## src/rtl/resilient_stage_ctrl_if.sv

```systemverilog
// -----------------------------------------------------------------------------
// resilient_stage_ctrl_if
//   Bundles the left/right 4-phase channels and the error-detection signals of
//   one resilient pipeline stage.
//
//   master : the environment (upstream producer, downstream consumer, detectors)
//   slave  : the stage controller
//
//   lreq/lack/ldata      left 4-phase channel (into the stage)
//   rreq/rack/rdata      right 4-phase channel (out of the stage)
//   err_in               per-group timing-error flags from the detectors
//   sample               detection window active
//   latch_en             one-cycle capture strobe
//   err_map              OR of err_in over the last detection window
//   err_cnt              saturating count of tokens that saw an error
//   err_clr              synchronous clear of err_cnt
// -----------------------------------------------------------------------------
interface resilient_stage_ctrl_if #(
    parameter int DW    = 32,
    parameter int NGRP  = 4,
    parameter int CNT_W = 16
);
    logic             lreq;
    logic             lack;
    logic [DW-1:0]    ldata;
    logic             rreq;
    logic             rack;
    logic [DW-1:0]    rdata;
    logic [NGRP-1:0]  err_in;
    logic             sample;
    logic             latch_en;
    logic [NGRP-1:0]  err_map;
    logic [CNT_W-1:0] err_cnt;
    logic             err_clr;

    modport master (
        output lreq, ldata, rack, err_in, err_clr,
        input  lack, rreq, rdata, sample, latch_en, err_map, err_cnt
    );

    modport slave (
        input  lreq, ldata, rack, err_in, err_clr,
        output lack, rreq, rdata, sample, latch_en, err_map, err_cnt
    );
endinterface

```

## src/rtl/resilient_stage_ctrl.sv

```systemverilog
// -----------------------------------------------------------------------------
// resilient_stage_ctrl
//   Clocked controller for one resilient pipeline stage. A token arriving on
//   the left 4-phase channel is captured, watched by the error detectors for a
//   DET_CYC-cycle window, re-captured after a REC_CYC-cycle recovery wait if
//   any detector fired, and then offered on the right 4-phase channel. Tokens
//   that saw an error are counted and the detector groups that fired are kept
//   in err_map.
//
// Ports
//   clk        clock, all state on the rising edge
//   rst        synchronous active-high reset
//   bus        resilient_stage_ctrl_if.slave (channels, detector signals)
//   dbg_state  current FSM state (IDLE=0, CAPT=1, DET=2, REC=3, SEND=4)
//
// Handshake (both channels are 4-phase, request/acknowledge):
//   Left : lreq rises with ldata valid; lack rises when the token is sent on
//          the right side; lreq falls; lack falls the cycle after lreq=0 is
//          seen. A new capture needs lreq=1 with lack=0 and rack=0.
//   Right: rreq rises with rdata valid and stays high until rack=1 is seen;
//          rreq falls the next cycle; rack must fall before the next capture.
//   The left return-to-zero may overlap the right handshake.
// -----------------------------------------------------------------------------
module resilient_stage_ctrl #(
    parameter int DW      = 32,
    parameter int NGRP    = 4,
    parameter int DET_CYC = 2,    // legal 1..15
    parameter int REC_CYC = 4,    // legal 1..15
    parameter int CNT_W   = 16
) (
    input  logic                   clk,
    input  logic                   rst,
    resilient_stage_ctrl_if.slave  bus,
    output logic [2:0]             dbg_state
);

    typedef enum logic [2:0] {
        IDLE = 3'd0,
        CAPT = 3'd1,
        DET  = 3'd2,
        REC  = 3'd3,
        SEND = 3'd4
    } state_t;

    // Counters load "cycles - 1" and the state exits when they reach zero.
    localparam logic [3:0] DET_LAST = 4'(DET_CYC - 1);
    localparam logic [3:0] REC_LAST = 4'(REC_CYC - 1);

    state_t     state;
    logic [3:0] cnt;
    logic       det_err_exit;

    // The exit decision includes this cycle's flags, which are only being
    // folded into err_map on the same edge.
    assign det_err_exit = (state == DET) && (cnt == 4'd0) &&
                          ((bus.err_map | bus.err_in) != '0);

    assign dbg_state = state;

    always_ff @(posedge clk) begin
        if (rst) begin
            state        <= IDLE;
            cnt          <= 4'd0;
            bus.lack     <= 1'b0;
            bus.rreq     <= 1'b0;
            bus.sample   <= 1'b0;
            bus.latch_en <= 1'b0;
            bus.rdata    <= '0;
            bus.err_map  <= '0;
            bus.err_cnt  <= '0;
        end else begin
            // The strobe is a one-cycle pulse unless a transition re-arms it.
            bus.latch_en <= 1'b0;

            // Data moves only on the edge that closes a latch_en cycle.
            if (bus.latch_en) begin
                bus.rdata <= bus.ldata;
            end

            // Left return-to-zero is independent of the FSM state.
            if (bus.lack && !bus.lreq) begin
                bus.lack <= 1'b0;
            end

            case (state)
                IDLE: begin
                    if (bus.lreq && !bus.lack && !bus.rack) begin
                        state        <= CAPT;
                        bus.latch_en <= 1'b1;
                    end
                end

                CAPT: begin
                    state      <= DET;
                    cnt        <= DET_LAST;
                    bus.sample <= 1'b1;
                    bus.err_map <= '0;
                end

                DET: begin
                    bus.err_map <= bus.err_map | bus.err_in;
                    if (cnt == 4'd0) begin
                        bus.sample <= 1'b0;
                        if (det_err_exit) begin
                            state        <= REC;
                            cnt          <= REC_LAST;
                            // With a one-cycle recovery the first REC cycle
                            // is also the re-capture cycle.
                            bus.latch_en <= (REC_LAST == 4'd0);
                        end else begin
                            state    <= SEND;
                            bus.rreq <= 1'b1;
                            bus.lack <= 1'b1;
                        end
                    end else begin
                        cnt <= cnt - 4'd1;
                    end
                end

                REC: begin
                    // err_in is ignored here; a second error on the same
                    // token is not looked for.
                    if (cnt == 4'd0) begin
                        state    <= SEND;
                        bus.rreq <= 1'b1;
                        bus.lack <= 1'b1;
                    end else begin
                        cnt <= cnt - 4'd1;
                        if (cnt == 4'd1) begin
                            bus.latch_en <= 1'b1;
                        end
                    end
                end

                SEND: begin
                    if (bus.rack) begin
                        state    <= IDLE;
                        bus.rreq <= 1'b0;
                    end
                end

                default: begin
                    state <= IDLE;
                end
            endcase

            // Clear wins over a simultaneous error; the counter never wraps.
            if (bus.err_clr) begin
                bus.err_cnt <= '0;
            end else if (det_err_exit && (bus.err_cnt != '1)) begin
                bus.err_cnt <= bus.err_cnt + 1'b1;
            end
        end
    end

endmodule

```

## src/flat_wrapper.sv

```systemverilog
// flat-port wrapper written by rule: the top's interface ports become plain ports
module resilient_stage_ctrl_flat 
#(
    parameter int DW      = 32,
    parameter int NGRP    = 4,
    parameter int DET_CYC = 2,                  
    parameter int REC_CYC = 4,                  
    parameter int CNT_W   = 16
)
  (clk, rst, dbg_state, bus_lreq, bus_ldata, bus_rack, bus_err_in, bus_err_clr, bus_lack, bus_rreq, bus_rdata, bus_sample, bus_latch_en, bus_err_map, bus_err_cnt);
  resilient_stage_ctrl_if #(.DW(DW), .NGRP(NGRP), .CNT_W(CNT_W)) bus_i ();
  input  logic clk;
  input  logic rst;
  output logic [2:0] dbg_state;
  input wire logic [$bits(bus_i.lreq)-1:0] bus_lreq;
  input wire logic [$bits(bus_i.ldata)-1:0] bus_ldata;
  input wire logic [$bits(bus_i.rack)-1:0] bus_rack;
  input wire logic [$bits(bus_i.err_in)-1:0] bus_err_in;
  input wire logic [$bits(bus_i.err_clr)-1:0] bus_err_clr;
  output wire logic [$bits(bus_i.lack)-1:0] bus_lack;
  output wire logic [$bits(bus_i.rreq)-1:0] bus_rreq;
  output wire logic [$bits(bus_i.rdata)-1:0] bus_rdata;
  output wire logic [$bits(bus_i.sample)-1:0] bus_sample;
  output wire logic [$bits(bus_i.latch_en)-1:0] bus_latch_en;
  output wire logic [$bits(bus_i.err_map)-1:0] bus_err_map;
  output wire logic [$bits(bus_i.err_cnt)-1:0] bus_err_cnt;
  assign bus_i.lreq = bus_lreq;
  assign bus_i.ldata = bus_ldata;
  assign bus_i.rack = bus_rack;
  assign bus_i.err_in = bus_err_in;
  assign bus_i.err_clr = bus_err_clr;
  assign bus_lack = bus_i.lack;
  assign bus_rreq = bus_i.rreq;
  assign bus_rdata = bus_i.rdata;
  assign bus_sample = bus_i.sample;
  assign bus_latch_en = bus_i.latch_en;
  assign bus_err_map = bus_i.err_map;
  assign bus_err_cnt = bus_i.err_cnt;
  resilient_stage_ctrl #(.DW(DW), .NGRP(NGRP), .DET_CYC(DET_CYC), .REC_CYC(REC_CYC), .CNT_W(CNT_W)) u_core (.clk(clk), .rst(rst), .bus(bus_i), .dbg_state(dbg_state));
endmodule
```

## config.mk

```make
export PLATFORM = sky130hd
export DESIGN_NAME = resilient_stage_ctrl_flat
export DESIGN_NICKNAME = d
export VERILOG_FILES = /design/src/rtl/resilient_stage_ctrl_if.sv /design/src/rtl/resilient_stage_ctrl.sv /design/src/flat_wrapper.sv
export SDC_FILE = /design/constraint.sdc
export NUM_CORES = 1
export LEC_CHECK = 0
export BUFFER_PORTS_ARGS = -buffer_cell sky130_fd_sc_hd__buf_4
export CORE_MARGIN = 1
export CORE_UTILIZATION = 40
export DETAILED_ROUTE_END_ITERATION = 10
export GPL_TIMING_DRIVEN = 0
export PLACE_DENSITY_LB_ADDON = 0.08
export SETUP_SLACK_MARGIN = 0.05
export SLEW_MARGIN = 30
export SYNTH_ARGS = -nofsm -noshare
export SYNTH_HDL_FRONTEND = slang
export SYNTH_SLANG_ARGS = --single-unit
```

## constraint.sdc

```tcl
create_clock -name clk -period 2.6 [get_ports clk]
set_input_delay 0.13 -clock clk [delete_from_list [all_inputs] [get_ports clk]]
set_output_delay 0.13 -clock clk [all_outputs]
set_load 0.02 [all_outputs]
```

==> results.ini, run 1 <==
[run_status]
outcome = complete, no violations

[global_route]
grt_overflow_total = 0
antenna_found_initial = 0
grt_max_degree = 11
grt_pass1_wl_um = 10100
track_usage = 0.181
grt_pass1_vias = 2241

[placement]
dp_hpwl_um = 4550
port_buffers = 99
dpl_cell_area_mm2 = 0.00346
gp_congestion = 0.795

[hold_path]
hp-start = bus_ldata[2]
min_path_type = input pin to flop
hold_end = u_core.bus.rdata[2]$_SDFFE_PP0P_
min_path_cells = 3

[critical_path]
r2r-end = u_core.bus.err_cnt[15]$_SDFFE_PP0P_
crit_chain = inv_2 > ha_4 > or3b_4 > or3_4 > or4b_4 > or3_1 > a21oi_2
worst-r2r-setup-slack_ns = 0.09
crit_path_start_kind = flop
worst_ep_arrival_time_ns = 2.77
critical_path.max_fanout = 8
required_ns = 2.86
endpoint_kind = flop
reg2reg_from = u_core.cnt[0]$_SDFFE_PP0P_
cp_slowest_cell = or4b_4
r2r_cells = 7
crit_type = flop to flop
critPathMaxStageDelay_ns = 0.58

[synthesis]
avgSynthCellArea_um2 = 9.06
yosys.cell_types.count = 37
synth_area_leaders = dfxtp_1 (48%), mux2i_1 (13%), nor2_1 (6.7%)
netlist_area_mm2 = 0.00262
ys.flop_type = dfxtp_1
postSynth.asyncResetShare = 0
synth_seq_cells = 63
synth_edf_count = 0
netlist_instances = 289
synth.net_count = 333
yosysSeqAreaShare = 0.482
yosys_warnings = 0
synth_area_leader_cell = dfxtp_1
synth.top_cell.area_share = 0.482

[cts]
cts_inserted_buffers = 9
htreeDepth = 3
cts_max_path_buffers = 2
cts_tree = yes
clock_latency_ns = 0.33
path_clk_slew_ns = 0.06
clock_sinks = 63
cts-root-buf = clkbuf_8

[timing]
period_needed_ns = 2.51
hold_viol = 0
finalSetupViolCount = 0
rsz0062_at_grt = false
worstMarginPinSlew_ns = 0.712
fin_crit_sh = 0.964
max_freq_mhz = 399
slew-limit-headroom = 0.525
fin_skew_ns = 0.00863
slew_viol_final = 0
tns_ns = 0

[die]
fp.dieArea_mm2 = 0.00687
core-area_mm2 = 0.00635
io_pins = 100
die_h_um = 82.9
rows = 29
dieWidth_um = 82.9
start_util = 0.412

[cells_and_area]
area_growth_pct = 41.6
diodes = 0
fill_cells = 579
drive_above_1_share = 0.328
final_nets = 443
fin_area_mm2 = 0.00371

[drt]
viasPerCell = 5.14
wl_um = 6200
num_vias = 2468
antenna_left = 0
drtIter0Drc = 101
drt_first_pass_iters = 4
drc = 0
post_drt_wl_per_cell_um = 12.9

[power_and_ir_drop]
internal_power_w = 0.00177
p_sw_frac = 0.237
p_clk_frac = 0.415
comb_power_share = 0.144
power_density_mw_per_mm2 = 627
p_switching_w = 0.000552
p_leak_nw = 1.53
seqPwrFrac = 0.441
ir_drop_v = 0.000361

[run]
max-cap-violations = 0

[state kept, by name, indices dropped and copies added, names as in the netlist]
| signal | cells |
|---|---|
| u_core.bus.lack | 1 |
| u_core.dbg_state | 3 |
| u_core.bus.rreq | 1 |
| u_core.cnt | 4 |
| u_core.bus.err_map | 4 |
| u_core.bus.err_cnt | 16 |
| u_core.bus.rdata | 32 |
| u_core.bus.sample | 1 |
| u_core.bus.latch_en | 1 |
[power groups by stage]
stage               clock [W]  combinational (W)  sequential [W]
floorplan                   0           0.000158         0.00108
global placement            0           0.000322         0.00104
detailed placement          0           0.000325         0.00105
CTS                  0.000994           0.000329         0.00102
global route          0.00104           0.000364         0.00103
finish               0.000965           0.000335         0.00103
[critical path: cells and delay by family, from the launching register on]
| family | cells | cell delay [ns] |
|---|---|---|
| AO/OA/AOI/OAI | 1 | 0.15 |
| adder cells (fa/ha/maj) | 1 | 0.15 |
| buffers and inverters | 1 | 0.08 |
| flip-flops | 1 | 0.35 |
| AND/OR/NAND/NOR | 4 | 1.72 |
[synth_stat cells (5+ instances only)]
master,n
clkbuf_1,10
mux2i_1,33
nand2_1,16
o21ai_0,13
nor2_1,47
nor3_1,5
nand3_1,11
inv_1,5
or3_1,9
a21oi_1,25
buf_1,5
dfxtp_1,63
[cell families (layout without fill, tap and decap cells)]
group                      count (synthesis)  in the layout  synth area share
and+or+nand+nor                          113            113             0.215
DFF                                       63             63             0.482
AOI/OAI and AO/OA                         55             55             0.126
muxes                                     34             34             0.130
buffers and inverters                     20            134            0.0287
adders and majority gates                  3              3            0.0143
xor gates and xnor gates                   1              1           0.00335
[area by class of cell]
class	count	area (µm²)	share of cell area
repair buffers	99	743	0.200
multi-input cells	206	1300	0.350
plain buffers	15	57.6	0.0155
inverters	5	18.8	0.00506
well taps	77	96.3	0.0260
flip-flops and latches	63	1260	0.341
clock inverters	3	65.1	0.0175
clock buffers	12	165	0.0445
[cells in the final DEF, fill, tap and decap left out, drive strengths merged]
cell type  instances
or4                2
buf              105
ha                 3
a21oi             25
bufinv             2
o21ai             13
a22oi              1
nor4               2
or3               11
nand4              1
o31ai              3
nor2              47
clkbuf            21
nand3b             1
a211oi             4
dfxtp             63
mux2               1
a31o               3
xnor2              1
nand3             11
nor4b              1
and4               3
nand2             16
nand2b             1
inv                5
or3b               1
and3               4
nor3               5
a311oi             1
a2bb2oi            4
or2                2
and2b              1
mux2i             33
and2               3
or4b               1
clkinv             1
a211o              1
[how the worst max path moves through the flow]
stage                               start                             endpoint  slack [ns]  depth (start not counted)
2_1_floorplan  u_core.cnt[0]$_SDFFE_PP0P_  u_core.bus.err_cnt[13]$_SDFFE_PP0P_        0.21                          7
3_3_place_gp   u_core.cnt[0]$_SDFFE_PP0P_  u_core.bus.err_cnt[15]$_SDFFE_PP0P_        0.08                          7
3_5_place_dp   u_core.cnt[0]$_SDFFE_PP0P_  u_core.bus.err_cnt[15]$_SDFFE_PP0P_        0.02                          7
4_1_cts        u_core.cnt[0]$_SDFFE_PP0P_  u_core.bus.err_cnt[15]$_SDFFE_PP0P_        0.06                          7
5_1_grt        u_core.cnt[0]$_SDFFE_PP0P_  u_core.bus.err_cnt[15]$_SDFFE_PP0P_        0.04                          7
6_report       u_core.cnt[0]$_SDFFE_PP0P_  u_core.bus.err_cnt[15]$_SDFFE_PP0P_        0.09                          7
[repair_timing]
item,CTS,global route
hold buffers,0,0
pin swaps,1,1
setup buffers,0,0
resized for setup,2,6
gates cloned,0,0
setup endpoints to repair,6,9
[through the flow]
| stage | instances | util | hold WS [ns] | setup slack, ns | total power, W |
|---|---|---|---|---|---|
| finish | 480 | 0.584 | 0.0312 | 0.0928 | 0.00233 |
| global route | 480 | 0.584 | 0.0270 | 0.0443 | 0.00243 |
| CTS | 480 | 0.581 | 0.0214 | 0.0552 | 0.00235 |
| detailed placement | 465 | 0.545 | 0.370 | 0.0210 | 0.00137 |
| global placement | 465 | 0.545 | 0.368 | 0.0768 | 0.00137 |
| floorplan | 289 | - | 0.277 | 0.215 | 0.00124 |
[per-layer routing]
metal  part of all wire  GRT usage
met5                  0          0
met4              0.017     0.0846
met3              0.062     0.0427
met2               0.44      0.277
met1               0.49      0.241
Note: power is estimated with default switching activity, not from simulation.
==> inputs of run 2 (changes only) <==
HOLD_SLACK_MARGIN = 0.12   (was not set)
==> run 2 against run 1 <==
Critical path depth unchanged. Sequential cell count unchanged. Sequential share of layout area fell by 3.1 points. Largest cell class unchanged. Total power increased by 2.7%. Combinational power increased by 16%. Global-route usage up 1.9 points. Worst hold slack better by 0.13 ns. Critical path type unchanged. Design area grew 10%.
==> results.ini, run 2 (synthesized netlist as in run 1, its figures left out) <==
[critical_path]
critPathMaxStageDelay_ns = 0.58  ; about the same
worst-r2r-setup-slack_ns = 0.11  ; about the same
endpoint_kind = flop
r2r-end = u_core.bus.err_cnt[15]$_SDFFE_PP0P_
crit_chain = inv_2 > ha_4 > or3b_4 > or3_4 > or4b_4 > or3_1 > a21oi_2
worst_ep_arrival_time_ns = 2.75  ; -0.02 ns
crit_buf_inv = 1  ; unchanged
crit_path_start_kind = flop
cp.depth = 7  ; unchanged
cp_slowest_cell = or4b_4
critical_path.max_fanout = 8  ; unchanged
crit_family = simple AND/OR/NAND/NOR gates
crit_type = flop to flop
required_ns = 2.86  ; about the same
reg2reg_from = u_core.cnt[0]$_SDFFE_PP0P_
r2r_cells = 7  ; unchanged

[drt]
viasPerCell = 4.97  ; -3.3%
drc = 0  ; unchanged
drt_first_pass_iters = 4  ; unchanged
num_vias = 2576  ; +4.4%
antenna_left = 0  ; unchanged
post_drt_wl_per_cell_um = 13.3  ; +2.6%
drtIter0Drc = 95  ; -5.9%
wl_um = 6870  ; +11%

[cts]
cts_inserted_buffers = 9  ; unchanged
clock_latency_ns = 0.33  ; about the same
clock_sinks = 63  ; unchanged
cts_max_path_buffers = 2  ; unchanged
cts_tree = yes
htreeDepth = 3  ; unchanged
path_clk_slew_ns = 0.07  ; about the same
cts-root-buf = clkbuf_8

[hold_path]
hp-start = bus_err_in[0]
hold_end = u_core.bus.err_map[0]$_SDFFE_PP0P_
min_path_cells = 4  ; +1
min_path_type = input pin to flop

[power_and_ir_drop]
power.total_w = 0.00239  ; +2.7%
comb_power_share = 0.163  ; +0.019
p_switching_w = 0.000575  ; +4.1%
seqPwrFrac = 0.429  ; -0.012
ir_drop_v = 0.000364  ; +0.92%
internal_power_w = 0.00181  ; +2.3%
p_clk_frac = 0.408  ; -0.007
power_density_mw_per_mm2 = 585  ; -6.8%
p_leak_nw = 1.69  ; +10%
p_sw_frac = 0.241  ; +0.00310

[placement]
dp_hpwl_um = 4550  ; unchanged
gp_congestion = 0.795  ; unchanged
port_buffers = 99  ; unchanged
dp_worst_setup_slack_ns = 0.0210  ; unchanged

[global_route]
track_usage = 0.200  ; +0.0190
grt_max_degree = 11  ; unchanged
grt_pass1_vias = 2385  ; +6.4%
top_usage_layer = met2
grt.met3_usage = 0.0388  ; -0.00398
grt_pass1_wl_um = 11100  ; +9.5%
antenna_found_initial = 0  ; unchanged
grt_util_met2 = 0.320  ; +0.0425
use_met1 = 0.264  ; +0.0229
grt_overflow_total = 0  ; unchanged

[timing]
worstMarginPinSlew_ns = 0.722  ; +0.00961 ns
hold_viol = 0  ; unchanged
tns_ns = 0  ; unchanged
slew-limit-headroom = 0.519  ; -0.00640
fin_crit_sh = 0.959  ; -0.00560
slew_viol_final = 0  ; unchanged
period_needed_ns = 2.49  ; -0.0146 ns
rsz0062_at_grt = false
layout_setup_ws_ns = 0.107  ; +0.0146 ns
fin_skew_ns = 0.00800  ; -0.000628 ns
finalSetupViolCount = 0  ; unchanged
max_freq_mhz = 401  ; +0.58%

[run_status]
outcome = complete, no violations

[cells_and_area]
area_growth_pct = 56.0
largest_register = u_core.bus.rdata
final_common_cell = buf_4
largest_reg_flops = 32  ; unchanged
final_nets = 481  ; +8.6%
final_cell_mix = buf_4 (100), dfxtp_1 (62), nor2_1 (47)
diodes = 0  ; unchanged
drive_above_1_share = 0.302  ; -0.0260
fin_util = 0.643  ; +0.0595
top_regs = u_core.bus.rdata: 32 flops, u_core.bus.err_cnt: 16 flops

[run]
max-cap-violations = 0  ; unchanged

[die]
core-area_mm2 = 0.00635  ; unchanged
io_pins = 100  ; unchanged
dieWidth_um = 82.9  ; unchanged
fp.dieArea_mm2 = 0.00687  ; unchanged
start_util = 0.412  ; unchanged
rows = 29  ; unchanged
die_h_um = 82.9  ; unchanged

run 2: changes by cell type in the layout (fill, tap and decap cells not counted):
| cell | delta |
|---|---|
| dlygate4sd3_1 | +37 |
| buf_4 | +1 |
run 2: power groups by stage:
stage	clock network [W]	registers [W]	logic (W)
final	0.000974	0.00103	0.000389
after global routing	0.00104	0.00103	0.000420
after CTS	0.000994	0.00102	0.000373
after detailed placement	0	0.00105	0.000325
after global placement	0	0.00104	0.000322
after floorplan	0	0.00108	0.000158
run 2: worst reg2reg max path, delay by kind of cell, from the launching register on:
family                     cells  cell delay (ns)
AOI/OAI and AO/OA              1             0.14
adders and majority gates      1             0.16
buffers and inverters          1             0.08
DFF                            1             0.35
and+or+nand+nor                4             1.71
run 2: layer usage:
layer  vias up  part of all wire
met5         -                 0
met4         0             0.015
met3         9             0.046
met2        77              0.45
met1      1174              0.49
li1       1316                 -
run 2: worst max-delay path by stage:
stage	startpoint	end	slack, ns
detailed placement	u_core.cnt[0]$_SDFFE_PP0P_	u_core.bus.err_cnt[15]$_SDFFE_PP0P_	0.02
global placement	u_core.cnt[0]$_SDFFE_PP0P_	u_core.bus.err_cnt[15]$_SDFFE_PP0P_	0.08
CTS	u_core.cnt[0]$_SDFFE_PP0P_	u_core.bus.err_cnt[15]$_SDFFE_PP0P_	0.06
floorplan	u_core.cnt[0]$_SDFFE_PP0P_	u_core.bus.err_cnt[13]$_SDFFE_PP0P_	0.21
global route	u_core.cnt[0]$_SDFFE_PP0P_	u_core.bus.err_cnt[15]$_SDFFE_PP0P_	0.06
finish	u_core.cnt[0]$_SDFFE_PP0P_	u_core.bus.err_cnt[15]$_SDFFE_PP0P_	0.11
run 2: per-stage QoR:
step / cell area (µm²) / cells / hold WS [ns]
3_3_place_gp: 3460 / 465 / 0.368
5_1_grt: 4090 / 518 / 0.167
3_5_place_dp: 3460 / 465 / 0.370
2_1_floorplan: 2620 / 289 / 0.277
4_1_cts: 4060 / 517 / 0.151
6_report: 4090 / 518 / 0.166
run 2: area by class of cell:
cell class	count	area (µm²)
fillers	536	2260
clock inverters	3	65.1
repair buffers	137	1120
flip-flops and latches	63	1260
inverters	5	18.8
multi-input cells	206	1300
plain buffers	15	57.6
well taps	77	96.3
clock buffers	12	165
run 2: what timing repair did:
action                                  CTS  global route
pin swaps                                 1             1
endpoints found under the setup margin    6             9
gates resized for setup                   2             6
hold buffers                             37             0
hold endpoints to repair                 36             0
buffers inserted                          0             1
